### config.mk
export PLATFORM = sky130hd
export DESIGN_NAME = axi_adapter_arbiter
export DESIGN_NICKNAME = d
export VERILOG_FILES = /design/src/rtl/axi_adapter_arbiter.sv
export SDC_FILE = /design/constraint.sdc
export NUM_CORES = 1
export LEC_CHECK = 0
export ABC_AREA = 1
export CORE_AREA = 2 2 770 772
export CTS_BUF_LIST = sky130_fd_sc_hd__clkbuf_4 sky130_fd_sc_hd__clkbuf_8
export CTS_CLUSTER_DIAMETER = 50
export DETAILED_ROUTE_END_ITERATION = 6
export DIE_AREA = 0 0 772 774
export GPL_TIMING_DRIVEN = 0
export PLACE_DENSITY_LB_ADDON = 0.05
export SYNTH_ARGS = -nofsm -noshare
export SYNTH_HDL_FRONTEND = slang
export SYNTH_SLANG_ARGS = --single-unit
### constraint.sdc
create_clock -name clk_i -period 2.88 [get_ports clk_i]
set_input_delay 0.288 -clock clk_i [delete_from_list [all_inputs] [get_ports clk_i]]
set_output_delay 0.288 -clock clk_i [all_outputs]
set_load 0.005 [all_outputs]
### src/rtl/axi_adapter_arbiter.sv
// rtl/axi_adapter_arbiter.sv - single-outstanding arbiter from cache requesters onto the AXI adapter
// Define ARB_ROUND_ROBIN_EN for round-robin arbitration; default build is fixed priority (lowest index wins).
module axi_adapter_arbiter #(
  parameter int unsigned NR_PORTS       = 3,
  parameter int unsigned DATA_WIDTH     = 256,
  parameter int unsigned AXI_DATA_WIDTH = 64,
  parameter int unsigned AXI_ID_WIDTH   = 4,
  parameter int unsigned ADDR_WIDTH     = 64
) (
  input  logic                                   clk_i,
  input  logic                                   rst_ni,
  input  logic [NR_PORTS-1:0]                    req_i,
  input  logic [NR_PORTS-1:0]                    burst_i,
  input  logic [NR_PORTS-1:0]                    we_i,
  input  logic [NR_PORTS-1:0][ADDR_WIDTH-1:0]    addr_i,
  input  logic [NR_PORTS-1:0][DATA_WIDTH-1:0]    wdata_i,
  input  logic [NR_PORTS-1:0][DATA_WIDTH/8-1:0]  be_i,
  input  logic [NR_PORTS-1:0][1:0]               size_i,
  output logic [NR_PORTS-1:0]                    gnt_o,
  output logic [NR_PORTS-1:0]                    valid_o,
  output logic [DATA_WIDTH-1:0]                  rdata_o,
  output logic                                   adp_req_o,
  output logic                                   adp_burst_o,
  output logic                                   adp_we_o,
  output logic [ADDR_WIDTH-1:0]                  adp_addr_o,
  output logic [DATA_WIDTH-1:0]                  adp_wdata_o,
  output logic [DATA_WIDTH/8-1:0]                adp_be_o,
  output logic [1:0]                             adp_size_o,
  output logic [AXI_ID_WIDTH-1:0]                adp_id_o,
  input  logic                                   adp_gnt_i,
  input  logic                                   adp_valid_i,
  input  logic [DATA_WIDTH-1:0]                  adp_rdata_i,
  input  logic [AXI_ID_WIDTH-1:0]                adp_id_i,
  output logic                                   error_o
);

  localparam int unsigned IDX_W = (NR_PORTS > 1) ? $clog2(NR_PORTS) : 1;
  localparam int unsigned BE_W  = DATA_WIDTH / 8;

  if ((NR_PORTS < 1) || (NR_PORTS > 16) || (NR_PORTS > (1 << AXI_ID_WIDTH)) ||
      ((DATA_WIDTH % AXI_DATA_WIDTH) != 0)) begin : g_bad_params
    $fatal(1, "axi_adapter_arbiter: illegal parameter combination");
  end

  typedef enum logic [1:0] {IDLE, ISSUE, WAIT_RSP} state_e;

  state_e                state_q, state_d;
  logic [IDX_W-1:0]      idx_q, idx_d;
  logic                  burst_q, burst_d;
  logic                  we_q, we_d;
  logic [ADDR_WIDTH-1:0] addr_q, addr_d;
  logic [DATA_WIDTH-1:0] wdata_q, wdata_d;
  logic [BE_W-1:0]       be_q, be_d;
  logic [1:0]            size_q, size_d;
  logic                  error_q, error_d;

  logic [IDX_W-1:0]      win_idx;
  logic                  capture;
  logic                  rsp_hit;

  assign capture = (state_q == IDLE) && (|req_i);
  assign rsp_hit = adp_valid_i && (state_q == WAIT_RSP) && (adp_id_i == AXI_ID_WIDTH'(idx_q));

`ifdef ARB_ROUND_ROBIN_EN
  logic [IDX_W-1:0] rr_ptr_q, rr_ptr_d;
  logic [IDX_W-1:0] rr_cand;

  // Walk from farthest to nearest so the closest requester after the pointer wins.
  always_comb begin
    win_idx = '0;
    rr_cand = '0;
    for (int i = int'(NR_PORTS); i >= 1; i--) begin
      rr_cand = IDX_W'((int'(rr_ptr_q) + i) % int'(NR_PORTS));
      if (req_i[rr_cand]) win_idx = rr_cand;
    end
  end

  always_comb begin
    rr_ptr_d = rr_ptr_q;
    if (capture) rr_ptr_d = win_idx;
  end

  always_ff @(posedge clk_i or negedge rst_ni) begin
    if (!rst_ni) rr_ptr_q <= IDX_W'(NR_PORTS - 1);
    else         rr_ptr_q <= rr_ptr_d;
  end
`else
  always_comb begin
    win_idx = '0;
    for (int i = int'(NR_PORTS) - 1; i >= 0; i--) begin
      if (req_i[i]) win_idx = IDX_W'(i);
    end
  end
`endif

  always_ff @(posedge clk_i or negedge rst_ni) begin
    if (!rst_ni) begin
      state_q <= IDLE;
      idx_q   <= '0;
      burst_q <= 1'b0;
      we_q    <= 1'b0;
      addr_q  <= '0;
      wdata_q <= '0;
      be_q    <= '0;
      size_q  <= '0;
      error_q <= 1'b0;
    end else begin
      state_q <= state_d;
      idx_q   <= idx_d;
      burst_q <= burst_d;
      we_q    <= we_d;
      addr_q  <= addr_d;
      wdata_q <= wdata_d;
      be_q    <= be_d;
      size_q  <= size_d;
      error_q <= error_d;
    end
  end

  always_comb begin
    state_d = state_q;
    idx_d   = idx_q;
    burst_d = burst_q;
    we_d    = we_q;
    addr_d  = addr_q;
    wdata_d = wdata_q;
    be_d    = be_q;
    size_d  = size_q;
    // Any response that does not complete the outstanding transaction is dropped and flagged.
    error_d = error_q | (adp_valid_i & ~rsp_hit);
    unique case (state_q)
      IDLE: begin
        if (capture) begin
          state_d = ISSUE;
          idx_d   = win_idx;
          burst_d = burst_i[win_idx];
          we_d    = we_i[win_idx];
          addr_d  = addr_i[win_idx];
          wdata_d = wdata_i[win_idx];
          be_d    = be_i[win_idx];
          size_d  = size_i[win_idx];
        end
      end
      ISSUE:    if (adp_gnt_i) state_d = WAIT_RSP;
      WAIT_RSP: if (rsp_hit)   state_d = IDLE;
      default:  state_d = IDLE;
    endcase
  end

  always_comb begin
    gnt_o   = '0;
    valid_o = '0;
    rdata_o = '0;
    if (capture) gnt_o[win_idx] = 1'b1;
    if (rsp_hit) begin
      valid_o[idx_q] = 1'b1;
      rdata_o        = adp_rdata_i;
    end
  end

  assign adp_req_o   = (state_q == ISSUE);
  assign adp_burst_o = burst_q;
  assign adp_we_o    = we_q;
  assign adp_addr_o  = addr_q;
  assign adp_wdata_o = wdata_q;
  assign adp_be_o    = be_q;
  assign adp_size_o  = size_q;
  assign adp_id_o    = AXI_ID_WIDTH'(idx_q);
  assign error_o     = error_q;

endmodule

After elaboration in Yosys (flattened, before gate mapping)
Cells that the tools add are included.
- bits in registers: 361
- output and inout bits: 624
- equality and inequality tests: 6
- bitwise gates (word level): 3
- muxes and demuxes: 26
- reduce and logical (&&, ||, !) cells: 9
- magnitude comparators: 4
- operator list (kind ; count):
    $bmux W256 S2 ; 1
    $mux W256 ; 2
    $bmux W64 S2 ; 1
    $bmux W32 S2 ; 1
    $mux W64 ; 1
    $mux W32 ; 1
    $mux W2 ; 7
    $lt A2 B3 Y1 const B ; 2
    $mux W3 ; 2
    $pmux W2 S3 ; 1
    $logic_and A1 B1 Y1 ; 5
    $bmux W1 S2 ; 2
    $bmux W2 S2 ; 1
    $demux W1 S2 ; 2
    $eq A4 B2 Y1 ; 1
    $ge A2 B1 Y1 const B ; 2
    $mux W1 ; 4
    $ne A2 B2 Y1 const B ; 2
    $reduce_and A3 Y1 ; 1
    $reduce_or A3 Y1 ; 1
    $eq A2 B1 Y1 const B ; 1
    $eq A2 B2 Y1 const B ; 1
    $logic_not A2 Y1 ; 1
    $ne A2 B1 Y1 const B ; 1
    other kinds (4) ; 4

Logic depth before layout (Yosys ltp)
Gate-level depths: netlist (run 1).
- word-level depth: 8
- mapped depth: 9
- gate-level depth less buffers: 7

Worst setup path after synthesis (run 1)
Ideal clock, no wire load.
- path kind: reg-to-output
- start: register idx_q[1]
- end: output port rdata_o[111]
- slack: 1.384 ns
- data required time: 2.592 ns
- cell stages (with the launch flop): 9
- arrival: 1.208 ns
- cells stage by stage: dfrtp_1 > inv_2 > nand2_1 > nand2_1 > nor2_2 > nand2_2 > buf_6 > buf_6 > nor2_4
- cells in the longest elaborated chain, start to end: 3
- ends and longest elaborated chain (element ; line ; source):
    start: declaration ; 48 ; logic [IDX_W-1:0] idx_q, idx_d;
    start signal: assignment ; 109 ; idx_q <= idx_d;
    $eq A4 B2 Y1 ; 62 ; assign rsp_hit = adp_valid_i && (state_q == WAIT_RSP) && (adp_id_i == AXI_ID_WIDTH'(idx_q));
    $logic_and A1 B1 Y1 ; 62 ;
    $mux W256 ; 155 ; if (rsp_hit) begin
    end: declaration ; 21 ; output logic [DATA_WIDTH-1:0] rdata_o,
Every way passes these cells.

Final worst setup path (run 1)
- start: register state_q[0]
- end: output port rdata_o[23]
- cells in the longest elaborated chain, start to end: 4
- ends and longest elaborated chain (element ; line ; source):
    start: declaration ; 47 ; state_e state_q, state_d;
    start signal: assignment ; 108 ; state_q <= state_d;
    $eq A2 B2 Y1 ; 62 ;
    $logic_and A1 B1 Y1 (2 in series) ; 62 ;
    $mux W256 ; 155 ;
Every way passes these cells.

==> impl_results.md, run 1 <==
- Detailed Route WL: 378 mm
- P per Cell Area: 650 nW/µm²
- Sequential cell area: 9040 µm²
- Initial antenna violation count: 331
- Pin count of the biggest net entering global routing: 75
- Die width: 772 µm
- Initial Utilization: 0.0415
- Clk root buf: clkbuf_8
- Sw power: 18.8 mW
- Final setup vio count: 28
- Clock sink total: 361
- I/O Pins: 1959
- Critical Path RT: 2.59 ns
- H-tree depth: 4
- Dpl ws: -1.85 ns
- Final core utilization: 0.114
- Internal reg-to-reg setup slack: 0.20 ns
- Total CTS buffers: 157
- Final Hold Vio Count: 0
- Core footprint: 589000 µm²
- Mapped Avg Cell Area: 6.05 µm²
- Synth area leaders: dfrtp_1 (37%), nand2_1 (28%), nor2_1 (12%)
- Pins over their slew limit: 0
- Worst min path class: input pin to flop
- Total GRT Usage: 0.121
- Row cnt: 282
- Area of the multi-input gates: 13800 µm²
- Antenna-violating nets left: 0
- F_max: 0.343 GHz
- Synthesis-stage register bit count: 361
- Vias in the first global route: 41.2k
- Sequential area share after synthesis: 0.370
- Final min period: 2.92 ns
- Global route total overflow: 0
- Crit path max fanout: 6
- Port bufs: 1956
- Worst slew pin tran: 1.11 ns
- Initial DRC count: 1260
- Vias per cell: 2.57
- Routability congestion estimate: 0.791
- Crit path cell chain: inv_2 -> nand2_2 -> nor2_4 -> nand2_8 -> buf_4 -> buf_12 -> buf_8 -> buf_8 -> nor2_2 -> buf_4
- Final #Nets: 8282
- Longest Clk Path Bufs: 4
- Pleak: 28.6 nW
- Layout cell share with drive strength beyond 1: 0.157
- Setup crit start kind: flop
- Flop pwr share: 0.211
- Failing checks: setup timing
- Hold WS: 0.143 ns
- Post-synthesis instance total: 4035
- Worst VDD drop: 0.257 mV
- Outcome: finished with violations
- Synth unique cells: 20
- Sw Ratio: 0.433
- Max-cap violation count: 0
- Synth-to-layout area growth: 174%
- Yosys warning total: 0
- Final Skew: 0.0837 ns
- Final period util: 1.01
- Clock share of power: 0.267
- Syn Std Cell Area: 24400 µm²
- Die Height: 774 µm
- First-pass GRT wire length: 466 mm
- Pre-Repair DR Iteration Count: 5
- Crit-path max cell delay: 0.41 ns
- Comb pwr share: 0.522
- Die ar.: 598000 µm²
- TritonCTS clock tree: done
- CP Capture Type: output port
- Yosys top cell area share: 0.370
- Relative slew slack: 0.258
- Worst Path Arrival: 2.63 ns
- Worst setup path class: flop to output port
- # DRC: 0
- Unrepaired setup endpoints after global routing: yes
- Pint: 24.7 mW
- Wire length per cell: 25.3 µm
- Insertion delay to the later sink of the worst-skew pair: 0.94 ns
- Critical-path cell with the highest stage delay: dfrtp_1
- Vias: 38.4k
- Layout fillers: 68.6k
- Synth area leader: dfrtp_1
- Final worst setup slack: -0.0367 ns
- Clock transition at the registers of the reported paths: 0.05 ns
- DP HPWL: 329 mm
-- final timing paths --
kind,depth (start not counted),startpoint,endpoint
worst max-delay path,10,state_q[0]$_DFFE_PN0P_,rdata_o[23]
worst min-delay path,5,wdata_i[18],adp_wdata_o[18]$_DFFE_PN0P_
worst max register to register,11,state_q[1]$_DFFE_PN0P_,adp_be_o[10]$_DFFE_PN0P_
worst min register to register,2,error_o$_DFF_PN0_,error_o$_DFF_PN0_
max in group asynchronous,6,rst_ni,adp_wdata_o[92]$_DFFE_PN0P_
min in group asynchronous,4,rst_ni,adp_wdata_o[239]$_DFFE_PN0P_
-- per-stage QoR --
step / TNS, ns / total power [mW] / instance area [µm²] / instances
6_report: -0.322 / 43.5 / 66900 / 15000
3_5_place_dp: -386.48 / 31.7 / 53900 / 13800
3_3_place_gp: -8712.34 / 31.9 / 53800 / 13800
5_1_grt: -55.71 / 47.5 / 66800 / 14900
4_1_cts: -90.40 / 45.9 / 64800 / 14800
2_1_floorplan: 0 / 15.4 / 24400 / 4036
-- layer usage --
metal	global-route usage	vias to the layer above	wire length (µm)	part of all wire
met2	0.235	1734	200000	0.53
met4	0.0212	172	9750	0.026
met5	0	-	1020	0.0027
met3	0.0490	636	35000	0.093
met1	0.120	17800	132000	0.35
li1	-	18100	-	-
-- timing repair --
| item | in CTS | in global routing |
|---|---|---|
| pin swaps | 6 | 16 |
| hold endpoints to repair | 512 | 0 |
| hold buffers | 723 | 0 |
| gates resized for setup | 698 | 886 |
| setup endpoints to repair | 416 | 286 |
| cloned | 0 | 21 |
| setup buffers | 14 | 50 |
-- cells in the final DEF, fill, tap and decap left out, types with 2 or more instances in the layout --
master           instances
buf_8                   12
inv_1                  261
clkdlybuf4s50_1       1691
clkbuf_16               21
nand2_8                  2
clkbuf_1                29
clkinv_2                 8
buf_6                  150
clkinvlp_4               2
inv_6                    4
clkbuf_8               203
dfrtp_1                359
dfrtp_2                  2
o21ai_0                  2
dlymetal6s2s_1           8
diode_2                 92
buf_2                  280
dlygate4sd3_1          722
nand3_1                357
nor2_1                 729
conb_1                   2
buf_12                  35
nor2_4                 178
nand2_1               1793
buf_16                  13
inv_2                    5
nor2_2                  72
nand2_2                  4
inv_8                    2
clkbuf_4                50
clkdlybuf4s15_2          2
clkbuf_2                24
bufinv_16                6
buf_4                   28
-- power groups by stage --
stage / clock (mW) / sequential (mW) / combinational (mW)
after floorplan: 0 / 9.10 / 6.29
after global placement: 0 / 9.35 / 22.6
after detailed placement: 0 / 9.29 / 22.4
after CTS: 12.5 / 9.30 / 24.2
after global routing: 12.6 / 9.56 / 25.3
final: 11.6 / 9.17 / 22.7
-- cell usage after synthesis --
cell type,n
buf_1,3
buf_2,202
buf_4,6
buf_6,5
buf_8,18
clkbuf_1,32
conb_1,1
dfrtp_1,361
inv_1,262
inv_2,4
nand2_1,1798
nand2_2,2
nand3_1,357
nand3_2,1
nand3b_1,1
nor2_1,777
nor2_2,182
nor2_4,20
o21ai_0,2
o31ai_1,1
-- worst max-delay path: cells and delay by family, from the launching register on --
family | cells | cell delay (ns)
buf+inv | 6 | 0.77
simple gates | 4 | 0.46
flops | 1 | 0.41
-- state kept, by name (all words and copies together), names as in the netlist --
| name | cells |
|---|---|
| state_q | 2 |
| adp_addr_o | 64 |
| adp_wdata_o | 256 |
| error_o | 1 |
| adp_burst_o | 1 |
| adp_size_o | 2 |
| adp_we_o | 1 |
| adp_be_o | 32 |
| idx_q | 2 |
-- logic make-up after synthesis --
group,share of synthesized area
AOI/OAI and AO/OA,0.000718
buffers and inverters,0.103
DFF,0.370
other,0.000154
and+or+nand+nor,0.526
-- final cells by class --
| type | instances | area share |
|---|---|---|
| repair buffers | 2770 | 0.420 |
| multi-input cells | 3143 | 0.207 |
| clock buffers | 250 | 0.0470 |
| inverters | 266 | 0.0149 |
| clock inverters | 23 | 0.00462 |
| flip-flops and latches | 361 | 0.135 |
| well taps | 7810 | 0.146 |
| plain buffers | 248 | 0.0219 |
| diodes | 92 | 0.00344 |
(Power assumes the default switching activity.)
==> inputs of run 2 (changes only) <==
--- a/config.mk
+++ b/config.mk
@@ -13,6 +13,7 @@
 export DIE_AREA = 0 0 772 774
 export GPL_TIMING_DRIVEN = 0
 export PLACE_DENSITY_LB_ADDON = 0.05
+export SETUP_SLACK_MARGIN = 0.2
 export SYNTH_ARGS = -nofsm -noshare
 export SYNTH_HDL_FRONTEND = slang
 export SYNTH_SLANG_ARGS = --single-unit
==> run 2 against run 1 <==
  * The flow still finishes with violations (setup timing)
  * Largest cell class unchanged
  * Die area is the same
  * Global-route usage barely moved
  * Routed wire length hardly changed
==> impl_results.md, run 2 (synthesis gave the netlist of run 1 again) <==
- Sw power: 18.8 mW (about the same)
- Failing checks: setup timing
- Critical Path RT: 2.59 ns (about the same)
- Pre-Repair DR Iteration Count: 5 (unchanged)
- Worst Path Arrival: 2.69 ns (+0.06 ns)
- Worst setup path class: flop to output port
- Clock share of power: 0.269 (+0.002)
- Flop pwr share: 0.212 (about the same)
- Final Skew: 0.0844 ns (+0.000677 ns)
- Synth-to-layout area growth: 176%
- Clock sink total: 361 (unchanged)
- CP Launch Point: state_q[0]$_DFFE_PN0P_
- DP HPWL: 329 mm (unchanged)
- H-tree depth: 4 (unchanged)
- Insertion delay to the later sink of the worst-skew pair: 0.94 ns (about the same)
- Final period util: 1.04 (+0.0229)
- Worst min path class: input pin to flop
- Crit path max fanout: 6 (unchanged)
- Global route total overflow: 0 (unchanged)
- Initial Utilization: 0.0415 (unchanged)
- Final core utilization: 0.115 (+0.000842)
- Die ar.: 598000 µm² (unchanged)
- Final worst setup slack: -0.103 ns (-0.0660 ns)
- Layout fillers: 68.6k (-0.016%)
- Sw Ratio: 0.435 (+0.00187)
- Comb pwr share: 0.520 (-0.002)
- Worst hold path depth: 5 (unchanged)
- Unrepaired setup endpoints after global routing: yes
- Clk root buf: clkbuf_8
- R2R Path Start: state_q[1]$_DFFE_PN0P_
- Pint: 24.5 mW (-0.81%)
- Vias: 38.4k (+0.018%)
- Post-DP Area: 53900 µm² (unchanged)
- Core footprint: 589000 µm² (unchanged)
- Largest register FFs: 256 (unchanged)
- Longest Clk Path Bufs: 4 (unchanged)
- Worst slew pin tran: 1.12 ns (+0.00845 ns)
- Row cnt: 282 (unchanged)
- Fin Setup TNS: -2.08 ns (-1.76 ns)
- Die Height: 774 µm (unchanged)
- R2r endpoint: adp_addr_o[1]$_DFFE_PN0P_
- Dpl ws: -1.85 ns (unchanged)
- Final min period: 2.98 ns (+0.0660 ns)
- CP endpoint: rdata_o[77]
- Commonest cells after routing, fill and taps aside: nand2_1 (1793), clkdlybuf4s50_1 (1681), dlygate4sd3_1 (754), nor2_1 (731), dfrtp_1 (359)
- Initial DRC count: 1321 (+4.8%)
- Final #Nets: 8315 (+0.40%)
- Total GRT Usage: 0.121 (about the same)
- CP Capture Type: output port
- # DRC: 0 (unchanged)
- Antenna-violating nets left: 0 (unchanged)
- Hold WS: 0.145 ns (+0.00139 ns)
- Final setup vio count: 60 (+110%)
- Final Hold Vio Count: 0 (unchanged)
- Post-Layout Inst Area: 67400 µm² (+0.74%)
- Setup crit start kind: flop
- Wire length per cell: 25.2 µm (-0.31%)
- Reg2Reg Depth: 11 (unchanged)
- Outcome: finished with violations
- Die width: 772 µm (unchanged)
- Routability congestion estimate: 0.791 (unchanged)
- Port bufs: 1956 (unchanged)
- I/O Pins: 1959 (unchanged)
- Commonest non-fill, non-tap cell in the layout: nand2_1
- Internal reg-to-reg setup slack: 0.44 ns (+0.24 ns)
- TritonCTS clock tree: done
- Layout cell share with drive strength beyond 1: 0.156 (-0.000870)
- Pin count of the biggest net entering global routing: 75 (unchanged)
- Pleak: 28.9 nW (+1.1%)
- First-pass GRT wire length: 466 mm (about the same)
- Vias per cell: 2.56 (-0.25%)
- Pins over their slew limit: 0 (unchanged)
- Relative slew slack: 0.252 (-0.00563)
- P per Cell Area: 642 nW/µm² (-1.2%)
- Vias in the first global route: 41.4k (+0.42%)
- Worst VDD drop: 0.258 mV (+0.44%)
- Initial antenna violation count: 332 (+0.30%)
- Detailed Route WL: 378 mm (about the same)
- Max-cap violation count: 0 (unchanged)
- Total CTS buffers: 157 (unchanged)
- Clock transition at the registers of the reported paths: 0.05 ns (about the same)
- F_max: 0.335 GHz (-2.2%)
## run 2: power groups by stage
stage                     Combinational, mW  Clock (mW)  Sequential, mW
after floorplan                        6.29           0            9.10
after global placement                 22.6           0            9.35
after detailed placement               22.4           0            9.29
after CTS                              24.0        12.5            9.30
after global routing                   25.1        12.6            9.56
final                                  22.5        11.6            9.17
## run 2: cell type report
| type | count | area (µm²) | area share |
|---|---|---|---|
| Inverter | 266 | 998 | 0.0148 |
| Clock inverter | 23 | 309 | 0.00458 |
| Tap cell | 7810 | 9770 | 0.145 |
| Timing Repair Buffer | 2785 | 28200 | 0.418 |
| Clock buffer | 250 | 3150 | 0.0467 |
| Buffer | 266 | 1800 | 0.0267 |
| Sequential cell | 361 | 9040 | 0.134 |
| Multi-Input combinational cell | 3143 | 13900 | 0.206 |
| Antenna cell | 99 | 248 | 0.00367 |
## run 2: how the worst min path moves through the flow
stage                                              end               from  slack, ns
after floorplan              adp_addr_o[0]$_DFFE_PN0P_             rst_ni     -0.008
after global placement               error_o$_DFF_PN0_  error_o$_DFF_PN0_       0.45
after detailed placement   adp_wdata_o[38]$_DFFE_PN0P_             rst_ni       0.24
after CTS                 adp_wdata_o[222]$_DFFE_PN0P_       wdata_i[734]     0.0002
after global routing       adp_wdata_o[20]$_DFFE_PN0P_       wdata_i[532]       0.05
final                      adp_wdata_o[18]$_DFFE_PN0P_        wdata_i[18]       0.14
## run 2: timing repair
item                                   in CTS  in global routing
endpoints found under the hold margin     512                  0
pin swaps                                   6                 16
cloned                                      0                 20
setup endpoints to repair                 554                317
hold buffers                              755                  0
resized for setup                         727                879
setup buffers                              14                 34
## run 2: routing by layer
layer | global-route usage | vias up | routed length, µm | share of wire
met2 | 0.235 | 1758 | 200000 | 0.53
met5 | 0 | - | 981 | 0.0026
met4 | 0.0218 | 164 | 9730 | 0.026
met3 | 0.0478 | 619 | 34000 | 0.090
li1 | - | 18200 | - | -
met1 | 0.121 | 17700 | 133000 | 0.35
## run 2: critical path, cell delays in order, from the launching register on
cell       delay (ns)
dfrtp_1          0.41
inv_2            0.09
nand2_2          0.07
nor2_4           0.18
nand2_8          0.14
clkbuf_16        0.21
buf_6            0.11
buf_6            0.12
clkbuf_16        0.16
nor2_4           0.08
buf_6            0.13
## run 2: stage by stage
step | power, mW | cells
after floorplan | 15.4 | 4036
after CTS | 45.8 | 14900
after global placement | 31.9 | 13800
after detailed placement | 31.7 | 13800
after global routing | 47.3 | 14900
final | 43.3 | 15000
